===== config.mk =====
export PLATFORM = sky130hd
export DESIGN_NAME = pipeline_hazard_ctrl_flat
export DESIGN_NICKNAME = d
export VERILOG_FILES = /design/src/rtl/pipeline_hazard_ctrl_if.sv /design/src/rtl/pipeline_hazard_ctrl.sv /design/src/flat_wrapper.sv
export SDC_FILE = /design/constraint.sdc
export NUM_CORES = 1
export LEC_CHECK = 0
export CAP_MARGIN = 30
export CORE_UTILIZATION = 39
export DETAILED_ROUTE_END_ITERATION = 10
export PLACE_DENSITY = 0.66
export SLEW_MARGIN = 20
export SYNTH_ARGS = -nofsm -noshare
export SYNTH_HDL_FRONTEND = slang
export SYNTH_SLANG_ARGS = --single-unit
export TNS_END_PERCENT = 20

===== constraint.sdc =====
create_clock -name Clk -period 5 [get_ports Clk]
set_input_delay 1 -clock Clk [delete_from_list [all_inputs] [get_ports Clk]]
set_output_delay 1 -clock Clk [all_outputs]
set_load 0.05 [all_outputs]

===== src/rtl/pipeline_hazard_ctrl_if.sv =====
// Hazard-detection inputs and stage-register control outputs shared between
// the pipeline datapath (master) and the hazard controller (slave).
interface pipeline_hazard_ctrl_if #(
  parameter int REG_AW = 5
);
  logic [REG_AW-1:0] id_rs1;
  logic [REG_AW-1:0] id_rs2;
  logic              id_uses_rs2;
  logic [REG_AW-1:0] ex_rd;
  logic              ex_mem_read;
  logic              ex_branch_taken;
  logic              mc_start;
  logic              mc_done;
  logic              pc_stall;
  logic              ifid_stall;
  logic              ifid_flush;
  logic              idex_stall;
  logic              idex_flush;
  logic              exmem_flush;

  modport master (
    output id_rs1, id_rs2, id_uses_rs2, ex_rd, ex_mem_read,
    output ex_branch_taken, mc_start, mc_done,
    input  pc_stall, ifid_stall, ifid_flush, idex_stall, idex_flush, exmem_flush
  );

  modport slave (
    input  id_rs1, id_rs2, id_uses_rs2, ex_rd, ex_mem_read,
    input  ex_branch_taken, mc_start, mc_done,
    output pc_stall, ifid_stall, ifid_flush, idex_stall, idex_flush, exmem_flush
  );
endinterface


===== src/rtl/pipeline_hazard_ctrl.sv =====
// Stall/flush controller for the 5-stage pipeline: load-use bubbles, branch
// flushes, multi-cycle EX freeze with timeout, and saturating perf counters.
module pipeline_hazard_ctrl #(
  parameter int REG_AW     = 5,
  parameter int CNT_W      = 32,
  parameter int MC_TIMEOUT = 64
) (
  input  logic                 Clk,
  input  logic                 Rst,
  pipeline_hazard_ctrl_if.slave hz,
  output logic                 mc_timeout_err,
  output logic [CNT_W-1:0]     stall_count,
  output logic [CNT_W-1:0]     flush_count
);

  localparam int TCNT_W = (MC_TIMEOUT > 2) ? $clog2(MC_TIMEOUT) : 1;
  localparam logic [TCNT_W-1:0] TCNT_LAST = TCNT_W'(MC_TIMEOUT - 1);

  typedef enum logic {RUN, MC_WAIT} state_t;

  state_t            state, state_nxt;
  logic [TCNT_W-1:0] tcnt, tcnt_nxt;
  logic              err_set;

  logic [REG_AW-1:0] rs1, rs2, rd;
  logic              load_use;

  logic pc_stall, ifid_stall, ifid_flush, idex_stall, idex_flush, exmem_flush;

  function automatic logic [CNT_W-1:0] sat_inc(input logic [CNT_W-1:0] v,
                                               input logic             en);
    return (en && (v != '1)) ? v + CNT_W'(1) : v;
  endfunction

  assign rs1 = hz.id_rs1;
  assign rs2 = hz.id_rs2;
  assign rd  = hz.ex_rd;

  assign load_use = hz.ex_mem_read && (rd != '0) &&
                    ((rd == rs1) || (hz.id_uses_rs2 && (rd == rs2)));

  always_comb begin
    state_nxt   = state;
    tcnt_nxt    = tcnt;
    err_set     = 1'b0;
    pc_stall    = 1'b0;
    ifid_stall  = 1'b0;
    ifid_flush  = 1'b0;
    idex_stall  = 1'b0;
    idex_flush  = 1'b0;
    exmem_flush = 1'b0;
    if (!Rst) begin
      unique case (state)
        RUN: begin
          if (hz.ex_branch_taken) begin
            ifid_flush = 1'b1;
            idex_flush = 1'b1;
          end else if (load_use) begin
            pc_stall   = 1'b1;
            ifid_stall = 1'b1;
            idex_flush = 1'b1;
          end else if (hz.mc_start && !hz.mc_done) begin
            state_nxt = MC_WAIT;
            tcnt_nxt  = '0;
          end
        end
        MC_WAIT: begin
          // A completing op releases the front end in the same cycle.
          if (hz.mc_done) begin
            state_nxt = RUN;
          end else begin
            pc_stall    = 1'b1;
            ifid_stall  = 1'b1;
            idex_stall  = 1'b1;
            exmem_flush = 1'b1;
            if (tcnt == TCNT_LAST) begin
              err_set   = 1'b1;
              state_nxt = RUN;
            end else begin
              tcnt_nxt = tcnt + TCNT_W'(1);
            end
          end
        end
        default: state_nxt = RUN;
      endcase
    end
  end

  always_ff @(posedge Clk) begin
    if (Rst) begin
      state          <= RUN;
      tcnt           <= '0;
      mc_timeout_err <= 1'b0;
      stall_count    <= '0;
      flush_count    <= '0;
    end else begin
      state          <= state_nxt;
      tcnt           <= tcnt_nxt;
      mc_timeout_err <= mc_timeout_err | err_set;
      stall_count    <= sat_inc(stall_count, pc_stall);
      flush_count    <= sat_inc(flush_count, ifid_flush);
    end
  end

  assign hz.pc_stall    = pc_stall;
  assign hz.ifid_stall  = ifid_stall;
  assign hz.ifid_flush  = ifid_flush;
  assign hz.idex_stall  = idex_stall;
  assign hz.idex_flush  = idex_flush;
  assign hz.exmem_flush = exmem_flush;

endmodule


===== src/flat_wrapper.sv =====
// flat-port wrapper written by rule: the top's interface ports become plain ports
module pipeline_hazard_ctrl_flat 
#(
  parameter int REG_AW     = 5,
  parameter int CNT_W      = 32,
  parameter int MC_TIMEOUT = 64
)
  (Clk, Rst, mc_timeout_err, stall_count, flush_count, hz_id_rs1, hz_id_rs2, hz_id_uses_rs2, hz_ex_rd, hz_ex_mem_read, hz_ex_branch_taken, hz_mc_start, hz_mc_done, hz_pc_stall, hz_ifid_stall, hz_ifid_flush, hz_idex_stall, hz_idex_flush, hz_exmem_flush);
  pipeline_hazard_ctrl_if #(.REG_AW(REG_AW)) hz_i ();
  input  logic Clk;
  input  logic Rst;
  output logic mc_timeout_err;
  output logic [CNT_W-1:0] stall_count;
  output logic [CNT_W-1:0] flush_count;
  input wire logic [$bits(hz_i.id_rs1)-1:0] hz_id_rs1;
  input wire logic [$bits(hz_i.id_rs2)-1:0] hz_id_rs2;
  input wire logic [$bits(hz_i.id_uses_rs2)-1:0] hz_id_uses_rs2;
  input wire logic [$bits(hz_i.ex_rd)-1:0] hz_ex_rd;
  input wire logic [$bits(hz_i.ex_mem_read)-1:0] hz_ex_mem_read;
  input wire logic [$bits(hz_i.ex_branch_taken)-1:0] hz_ex_branch_taken;
  input wire logic [$bits(hz_i.mc_start)-1:0] hz_mc_start;
  input wire logic [$bits(hz_i.mc_done)-1:0] hz_mc_done;
  output wire logic [$bits(hz_i.pc_stall)-1:0] hz_pc_stall;
  output wire logic [$bits(hz_i.ifid_stall)-1:0] hz_ifid_stall;
  output wire logic [$bits(hz_i.ifid_flush)-1:0] hz_ifid_flush;
  output wire logic [$bits(hz_i.idex_stall)-1:0] hz_idex_stall;
  output wire logic [$bits(hz_i.idex_flush)-1:0] hz_idex_flush;
  output wire logic [$bits(hz_i.exmem_flush)-1:0] hz_exmem_flush;
  assign hz_i.id_rs1 = hz_id_rs1;
  assign hz_i.id_rs2 = hz_id_rs2;
  assign hz_i.id_uses_rs2 = hz_id_uses_rs2;
  assign hz_i.ex_rd = hz_ex_rd;
  assign hz_i.ex_mem_read = hz_ex_mem_read;
  assign hz_i.ex_branch_taken = hz_ex_branch_taken;
  assign hz_i.mc_start = hz_mc_start;
  assign hz_i.mc_done = hz_mc_done;
  assign hz_pc_stall = hz_i.pc_stall;
  assign hz_ifid_stall = hz_i.ifid_stall;
  assign hz_ifid_flush = hz_i.ifid_flush;
  assign hz_idex_stall = hz_i.idex_stall;
  assign hz_idex_flush = hz_i.idex_flush;
  assign hz_exmem_flush = hz_i.exmem_flush;
  pipeline_hazard_ctrl #(.REG_AW(REG_AW), .CNT_W(CNT_W), .MC_TIMEOUT(MC_TIMEOUT)) u_core (.Clk(Clk), .Rst(Rst), .hz(hz_i), .mc_timeout_err(mc_timeout_err), .stall_count(stall_count), .flush_count(flush_count));
endmodule

==> reports/qor.csv, run 1 <==
metric;value;unit
port bufs;92;
Critical Path Source;hz_ex_rd[1];
CTS H-Tree Depth;3;
final setup margin;788;ps
max incr delay on CP;820;ps
Synth Area per Inst;8.31;um^2
antenna cell count;0;
DRT antenna net count;0;
gp weighted congestion;0.850;
initial antenna violation count;0;
r2r setup slk;2350;ps
Die ar.;10100;um^2
post_cts resized;0;
area of the multi-input gates;2210;um^2
critical path class;input pin to primary output;
via count;3632;
Max Slew Vio Count;0;
Max VDD drop;0.119;mV
global-route wire length before repair;15.5;mm
Slew HR;56.7;%
R2R cell count;6;
Synth top area share;38.0;%
Setup TNS Final;0;ps
io pins;93;
final non-filler cell total;674;
hold path startpoint;u_core.flush_count[1];
Max Cap Viol;0;
CORE AREA;9330;um^2
starting density of the core;40.6;%
FP Rows;35;
Async S/R FF share, synth;0;%
critical-path maximum fanout;4;
Total GRT Usage;19.4;%
DIE WIDTH;101;um
Sink Count;72;
Post-synth EDFFs;0;
crit share post-route;84.2;%
WP data arrival;3210;ps
final setup vio count;0;
worst path cell trace;clkdlybuf4s50_1 > xnor2_1 > nand3_1 > o22a_1 > o21a_2 > inv_1 > clkdlybuf4s50_1;
Skew-Pair Late Insertion Delay;340;ps
vias in the first global route;3267;
register area share after synthesis;38.0;%
FF+latch area;1440;um^2
Final Skew;10.4;ps
layout cells sized above 1;6.24;%
hpwl dp;6.77;mm
Mapped Area;3790;um^2
DRC Markers;0;
Synth cell types;51;
postcts setup bufs;0;
Crit path depth;7;
nets;566;
Layout Utilization;53.1;%
Crit-path slowest cell;clkdlybuf4s50_1;
Die Height;101;um
# placed instances;659;
Pre-antenna DRT Iters;4;
hold slack;488;ps
Pwr Density;216;nW/um^2
Tightest Pin Transition;650;ps
clock-pin slew on the worst setup and hold paths;70;ps
synth cell count leaders;dfxtp_1, nor2_1, nand3_1;
largest net degree at the start of global routing;51;
Post-CTS Hold Buffers;0;
CTS Buf Count;9;
worst slack at placement;788;ps
Yosys reg bits;72;
Most used DFF post-synth;dfxtp_1;
leakage power;1.63;nW
top post-synthesis cells by area;dfxtp_1, xor2_1, nor2_1, nand3_1, nand4_1;
Hold/Removal Path Class;flip-flop to flip-flop;
synthesized instance count;456;
top-count cell post-synth;dfxtp_1;
fmax;237;MHz
Root Driver;clkbuf_8;
final wirelength;9.51;mm
hold path depth;2;
Critical Path RT;4000;ps
Ys Warns;0;
Synth-to-Final Area Change;30.6;%
Period minus WS final;4210;ps
RSZ-0062 raised after global routing;no;
status;complete, no violations;
gr ovfl total;0;
DRT iter0 DRCs;90;
Critical Path Source Type;input pin;
Critical Path Most Common Cell;clkdlybuf4s50_1;
cell accounting for the most synthesized area;dfxtp_1;
worst flop-to-flop path startpoint;u_core.state;
Synth Net Count;481;
CTS Buffer Depth;2;
Top delay family on crit path;buffers and inverters;
Final Hold Fails;0;
Avg WL per Cell;14.1;um
Buf/Inv on CP;3;
CTS tree;done;
Via density;5.39;
CP Capture Type;primary output;
fillers;913;
[metal layers]
layer / global-route usage (%) / up-vias / wire [um]
met4: 6.58 / 0 / 97
met3: 5.34 / 8 / 494
li1: - / 1831 / -
met5: 0 / - / 0
met2: 32.0 / 79 / 4470
met1: 24.3 / 1714 / 4440
[where the power goes]
group	total, mW	leakage [nW]	internal (mW)	switching, mW
logic	0.0724	0.963	0.0313	0.0411
registers	0.577	0.580	0.575	0.00251
clock network	0.418	0.0882	0.203	0.214
total	1.07	1.63	0.809	0.258
[registers in the layout, indices dropped and copies added (netlist names)]
register               flops
u_core.flush_count        32
u_core.stall_count        32
u_core.tcnt                6
u_core.mc_timeout_err      1
u_core.state               1
[worst paths after layout]
kind / end
min reg2reg: u_core.flush_count[1]
max: hz_pc_stall
min: u_core.flush_count[1]
max reg2reg: u_core.stall_count[19]
[worst reg2reg max path, cell delays in order, from the launching register on]
cell      delay (ps)
dfxtp_1          590
nor2b_1          350
nand2b_1         180
a32oi_1          390
nand3b_2         370
nor3_1           300
mux2_2           360
[cell usage in the layout (no fill, tap or decap), types with 3 or more instances in the layout]
cell type	Yosys	layout
clkdlybuf4s50_1	0	91
dfxtp_1	72	72
nor2_1	53	53
nand3_1	38	38
nand2_1	29	29
xor2_1	29	29
a21oi_1	27	27
nand4_1	23	23
o21ai_0	20	20
or3_1	13	13
and3_1	13	13
xnor2_1	11	11
nor2b_1	11	11
o31ai_1	11	11
clkbuf_8	0	11
or4_1	10	10
nor3_1	10	10
inv_1	8	8
and4_1	6	6
nor4_1	4	4
mux2_2	4	4
o211ai_1	3	3
nand2b_1	3	3
and2_1	3	3
a211oi_1	3	3
ha_1	3	3
[per-stage QoR]
step,total power [mW],cell area [um^2]
global placement,0.662,4780
CTS,1.08,4950
detailed placement,0.663,4780
finish,1.07,4950
floorplan,0.632,3790
global route,1.11,4950
[area by class of cell]
cell class                 count  share of cell area (%)
tap                          129                    3.26
clock buffer                  12                    3.13
sequential                    72                    29.1
timing repair buffer          94                    18.8
clock inverter                 3                   0.354
inverter                       8                   0.607
multi-input combinational    356                    44.7
[kinds of logic after synthesis]
group | share of synthesized area [%]
AO/OA/AOI/OAI | 12.5
adder cells (fa/ha/maj) | 0.991
flip-flops | 38.0
multiplexers | 1.85
buffers and inverters | 3.53
XOR/XNOR | 9.25
AND/OR/NAND/NOR | 33.9
Note: power is estimated with default switching activity, not from simulation.
==> run 2: changes to the inputs <==
Clock period 5 ns to 4.2 ns, I/O delays scaled along.
==> reports/qor.csv, run 2 (synthesized netlist as in run 1, its figures left out) <==
metric;value;unit;change
nets;567;;+0.18%
Layout Utilization;53.6;%;+0.50 points
Pre-antenna DRT Iters;4;;unchanged
port bufs;92;;unchanged
CTS Buf Count;9;;unchanged
Pwr Density;277;nW/um^2;+28%
switching pwr;0.315;mW;+22%
CP Capture Type;primary output;;
CORE AREA;9330;um^2;unchanged
Period minus WS final;3580;ps;
Critical Path RT;3360;ps;-640 ps
CTS H-Tree Depth;3;;unchanged
WP data arrival;2740;ps;-470 ps
Max VDD drop;0.159;mV;+33%
r2r setup slk;1620;ps;-730 ps
DIE WIDTH;101;um;unchanged
postcts setup bufs;0;;unchanged
hold worst-path end;u_core.tcnt[5];;
critical path class;input pin to primary output;;
Skew-Pair Late Insertion Delay;350;ps;about the same
most common cell after layout, fill and taps aside;clkdlybuf4s50_1;;
Top Registers;u_core.flush_count (32), u_core.stall_count (32), u_core.tcnt (6);;
Post-CTS Hold Buffers;0;;unchanged
Clk network pwr share;44.1;%;+5.0 points
Slew HR;58.8;%;+2.1 points
Max Cap Viol;0;;unchanged
Via density;5.46;;+1.3%
leakage power;1.66;nW;+1.9%
Final Skew;16.2;ps;+5.77 ps
hold path startpoint;u_core.tcnt[5];;
sequential power share;49.7;%;-4.4 points
post_cts resized;0;;unchanged
gp weighted congestion;0.810;;-4.7%
endpoint of the worst register-to-register path;u_core.stall_count[31];;
R2R cell count;6;;unchanged
Sink Count;72;;unchanged
Critical Path Source Type;input pin;;
fin area;5000;um^2;+0.94%
clock-pin slew on the worst setup and hold paths;70;ps;about the same
gr ovfl total;0;;unchanged
hpwl dp;6.78;mm;+0.12%
Comb pwr share;6.3;%;-0.5 points
Setup TNS Final;0;ps;unchanged
status;complete, no violations;;
DRT iter0 DRCs;162;;+80%
most frequent cells in the layout;clkdlybuf4s50_1, dfxtp_1, nor2_1;;
via count;3683;;+1.4%
Die Height;101;um;unchanged
CTS tree;done;;
final setup vio count;0;;unchanged
Hold/Removal Path Class;flip-flop to flip-flop;;
Die ar.;10100;um^2;unchanged
DRC Markers;0;;unchanged
worst flop-to-flop path startpoint;u_core.state;;
initial antenna violation count;0;;unchanged
CTS Buffer Depth;2;;unchanged
Max Slew Vio Count;0;;unchanged
global-route wire length before repair;15.6;mm;+0.76%
Pwr Total;1.38;mW;+30%
crit share post-route;85.3;%;
DRT antenna net count;0;;unchanged
largest net degree at the start of global routing;60;;+18%
FP Rows;35;;unchanged
Critical Path Source;hz_mc_done;;
Synth-to-Final Area Change;31.9;%;
critical-path maximum fanout;7;;+3
hold path depth;1;;-1
antenna cell count;0;;unchanged
Root Driver;clkbuf_8;;
Avg WL per Cell;14.0;um;-0.68%
Final Hold Fails;0;;unchanged
Total GRT Usage;19.4;%;about the same
Tightest Pin Transition;617;ps;-32.6 ps
io pins;93;;unchanged
starting density of the core;40.6;%;unchanged
RSZ-0062 raised after global routing;no;;
fmax;279;MHz;
Net Sw Frac;22.7;%;-1.4 points
placed cell areas;4780;um^2;unchanged
vias in the first global route;3235;;-0.98%
final wirelength;9.46;mm;-0.54%
layout cells sized above 1;7.14;%;+0.90 points
cell internal pwr;1.07;mW;+32%
## run 2: power groups by stage
stage / registers, mW / clock network (mW) / logic, mW
floorplan: 0.707 / 0 / 0.0455
global placement: 0.703 / 0 / 0.0859
detailed placement: 0.703 / 0 / 0.0869
CTS: 0.687 / 0.629 / 0.0872
global route: 0.688 / 0.660 / 0.0934
finish: 0.687 / 0.610 / 0.0866
## run 2: how the worst max path moves through the flow
stage | endpoint | depth (start not counted) | slack [ps]
4_1_cts | hz_exmem_flush | 5 | 630
5_1_grt | hz_exmem_flush | 5 | 550
3_5_place_dp | hz_exmem_flush | 5 | 630
3_3_place_gp | hz_idex_stall | 5 | 690
6_report | hz_exmem_flush | 5 | 620
2_1_floorplan | hz_idex_flush | 4 | 800
## run 2: worst max-delay path, stage by stage
cell             delay, ps
clkdlybuf4s50_1        520
nor2b_1                300
nand2b_1               180
inv_1                  110
clkdlybuf4s50_1        800
## run 2: layer usage
layer  part of all wire, %  track usage, %  vias up
li1                      -               -     1840
met1                    46            25.2     1704
met2                    46            30.8      124
met3                   6.9            5.48       15
met4                   1.8            6.69        0
met5                     0               0        -
## run 2: cell type report
| class | count | area [um^2] |
|---|---|---|
| Sequential cell | 72 | 1440 |
| Clock inverter | 5 | 81.3 |
| Fill cell | 881 | 4330 |
| Multi-Input combinational cell | 356 | 2210 |
| Clock buffer | 10 | 138 |
| Tap cell | 129 | 161 |
| Timing Repair Buffer | 95 | 931 |
| Inverter | 8 | 30.0 |
## run 2: per-stage QoR
stage               cells  worst slack [ps]  hold slack [ps]
global route          675               554              504
CTS                   675               631              484
floorplan             456               796              447
detailed placement    660               630              466
global placement      660               694              468
finish                675               617              482
==> run 3: changes to the inputs <==
Settings changed: PLACE_DENSITY 0.66 to 0.73.
==> reports/qor.csv, run 3 (synthesized netlist as in run 1, its figures left out) <==
metric;value;unit;change
worst slack at placement;457;ps;-174 ps
R2R cell count;6;;unchanged
starting density of the core;40.6;%;unchanged
final non-filler cell total;674;;-0.15%
CTS tree;done;;
DRC Markers;0;;unchanged
Post-CTS Hold Buffers;0;;unchanged
antenna cell count;0;;unchanged
Pwr Density;268;nW/um^2;-3.4%
endpoint of the worst register-to-register path;u_core.flush_count[0];;
final setup vio count;0;;unchanged
port bufs;92;;unchanged
leakage power;1.64;nW;-1.4%
DRT iter0 DRCs;174;;+7.4%
Avg WL per Cell;14.3;um;+2.4%
Period minus WS final;3750;ps;+168 ps
WP data arrival;2910;ps;+170 ps
most frequent cells in the layout;clkdlybuf4s50_1, dfxtp_1, nor2_1;;
switching pwr;0.332;mW;+5.5%
Critical Path Source Type;input pin;;
DRT antenna net count;0;;unchanged
global-route wire length before repair;16.3;mm;+4.3%
gp weighted congestion;0.829;;+2.4%
Max Cap Viol;0;;unchanged
CTS Buf Count;9;;unchanged
final setup margin;449;ps;-168 ps
critical path class;input pin to primary output;;
FF+latch area;1440;um^2;unchanged
worst flop-to-flop path startpoint;u_core.flush_count[18];;
crit share post-route;89.3;%;+4.0 points
vias in the first global route;3507;;+8.4%
clock-pin slew on the worst setup and hold paths;80;ps;about the same
hold path depth;2;;+1
Max VDD drop;0.115;mV;-27%
post_cts resized;0;;unchanged
Via density;5.50;;+0.80%
via count;3707;;+0.65%
gr ovfl total;0;;unchanged
# placed instances;658;;-0.30%
area of the multi-input gates;2210;um^2;unchanged
initial antenna violation count;0;;unchanged
postcts setup bufs;0;;unchanged
fmax;267;MHz;-4.5%
Clk network pwr share;41.7;%;-2.4 points
critical-path maximum fanout;24;;+17
Die ar.;10100;um^2;unchanged
status;complete, no violations;;
sequential power share;51.8;%;+2.1 points
Die Height;101;um;unchanged
hpwl dp;6.89;mm;+1.6%
hold path startpoint;u_core.mc_timeout_err;;
final wirelength;9.67;mm;+2.2%
Tightest Pin Transition;757;ps;+140 ps
Skew-Pair Late Insertion Delay;350;ps;about the same
DIE WIDTH;101;um;unchanged
CTS Buffer Depth;2;;unchanged
hold worst-path end;u_core.mc_timeout_err;;
Final Hold Fails;0;;unchanged
Pre-antenna DRT Iters;4;;unchanged
nets;565;;-0.35%
Top Registers;u_core.flush_count (32), u_core.stall_count (32), u_core.tcnt (6);;
fillers;874;;-0.79%
Setup TNS Final;0;ps;unchanged
Synth-to-Final Area Change;30.9;%;
RSZ-0062 raised after global routing;no;;
layout cells sized above 1;6.97;%;-0.17 points
r2r setup slk;1520;ps;-100 ps
Sink Count;72;;unchanged
largest net degree at the start of global routing;43;;-28%
cell internal pwr;0.994;mW;-7.0%
Max Slew Vio Count;0;;unchanged
CP Capture Type;primary output;;
Net Sw Frac;25.0;%;+2.3 points
Comb pwr share;6.5;%;+0.2 points
Critical Path RT;3360;ps;about the same
Total GRT Usage;19.9;%;+0.55 points
Hold/Removal Path Class;flip-flop to flip-flop;;
Slew HR;49.6;%;-9.2 points
Root Driver;clkbuf_8;;
most common cell after layout, fill and taps aside;clkdlybuf4s50_1;;
io pins;93;;unchanged
Final Skew;6.75;ps;-9.47 ps
CORE AREA;9330;um^2;unchanged
FP Rows;35;;unchanged
CTS H-Tree Depth;3;;unchanged
==> run 3: changes by cell type in the layout (fill, tap and decap cells not counted) <==
cell	previous run	this run
clkinv_4	1	2
clkinvlp_4	1	2
clkbuf_8	10	9
buf_4	6	4
clkinv_2	1	2
bufinv_16	2	1
==> run 3: power by group through the flow <==
stage	Sequential, mW	Clock (mW)	Combinational, mW
after global placement	0.703	0	0.0837
after CTS	0.687	0.562	0.0868
final	0.687	0.553	0.0864
after floorplan	0.707	0	0.0455
after global routing	0.687	0.595	0.0929
after detailed placement	0.703	0	0.0864
==> run 3: per-layer routing <==
layer | vias to the layer above | track usage (%) | share of wire, % | wire, um
met5 | - | 0 | 0 | 0
met1 | 1726 | 25.8 | 46 | 4450
met4 | 0 | 8.03 | 1.8 | 173
li1 | 1829 | - | - | -
met3 | 17 | 3.05 | 5.0 | 481
met2 | 135 | 33.2 | 47 | 4560
==> run 3: final cells by class <==
cell class / instances / area share [%]
repair buffers: 93 / 18.5
multi-input cells: 356 / 44.6
well taps: 129 / 3.26
inverters: 8 / 0.606
flip-flops and latches: 72 / 29.1
clock buffers: 9 / 2.50
clock inverters: 7 / 1.46
==> run 3: worst max path at each step <==
stage	from	to	depth (start not counted)
2_1_floorplan	Rst	hz_idex_flush	4
3_3_place_gp	hz_ex_rd[0]	hz_pc_stall	6
3_5_place_dp	hz_ex_rd[0]	hz_ifid_stall	6
4_1_cts	hz_ex_rd[0]	hz_ifid_stall	6
5_1_grt	hz_ex_rd[0]	hz_pc_stall	6
6_report	hz_ex_rd[3]	hz_ifid_stall	6
==> run 3: worst max-delay path: stages <==
cell             delay, ps
clkdlybuf4s50_1        480
or4_1                  580
o211ai_1               240
o21a_2                 410
inv_1                  150
buf_4                  220
==> run 3: metrics by stage <==
| step | hold slack [ps] | utilization, % | power [mW] | instance area [um^2] |
|---|---|---|---|---|
| final | 471 | 53.2 | 1.33 | 4960 |
| after global routing | 516 | 53.2 | 1.38 | 4960 |
| after CTS | 481 | 53.2 | 1.34 | 4960 |
| after detailed placement | 463 | 51.1 | 0.789 | 4760 |
| after global placement | 457 | 51.1 | 0.787 | 4760 |
| after floorplan | 447 | - | 0.752 | 3790 |
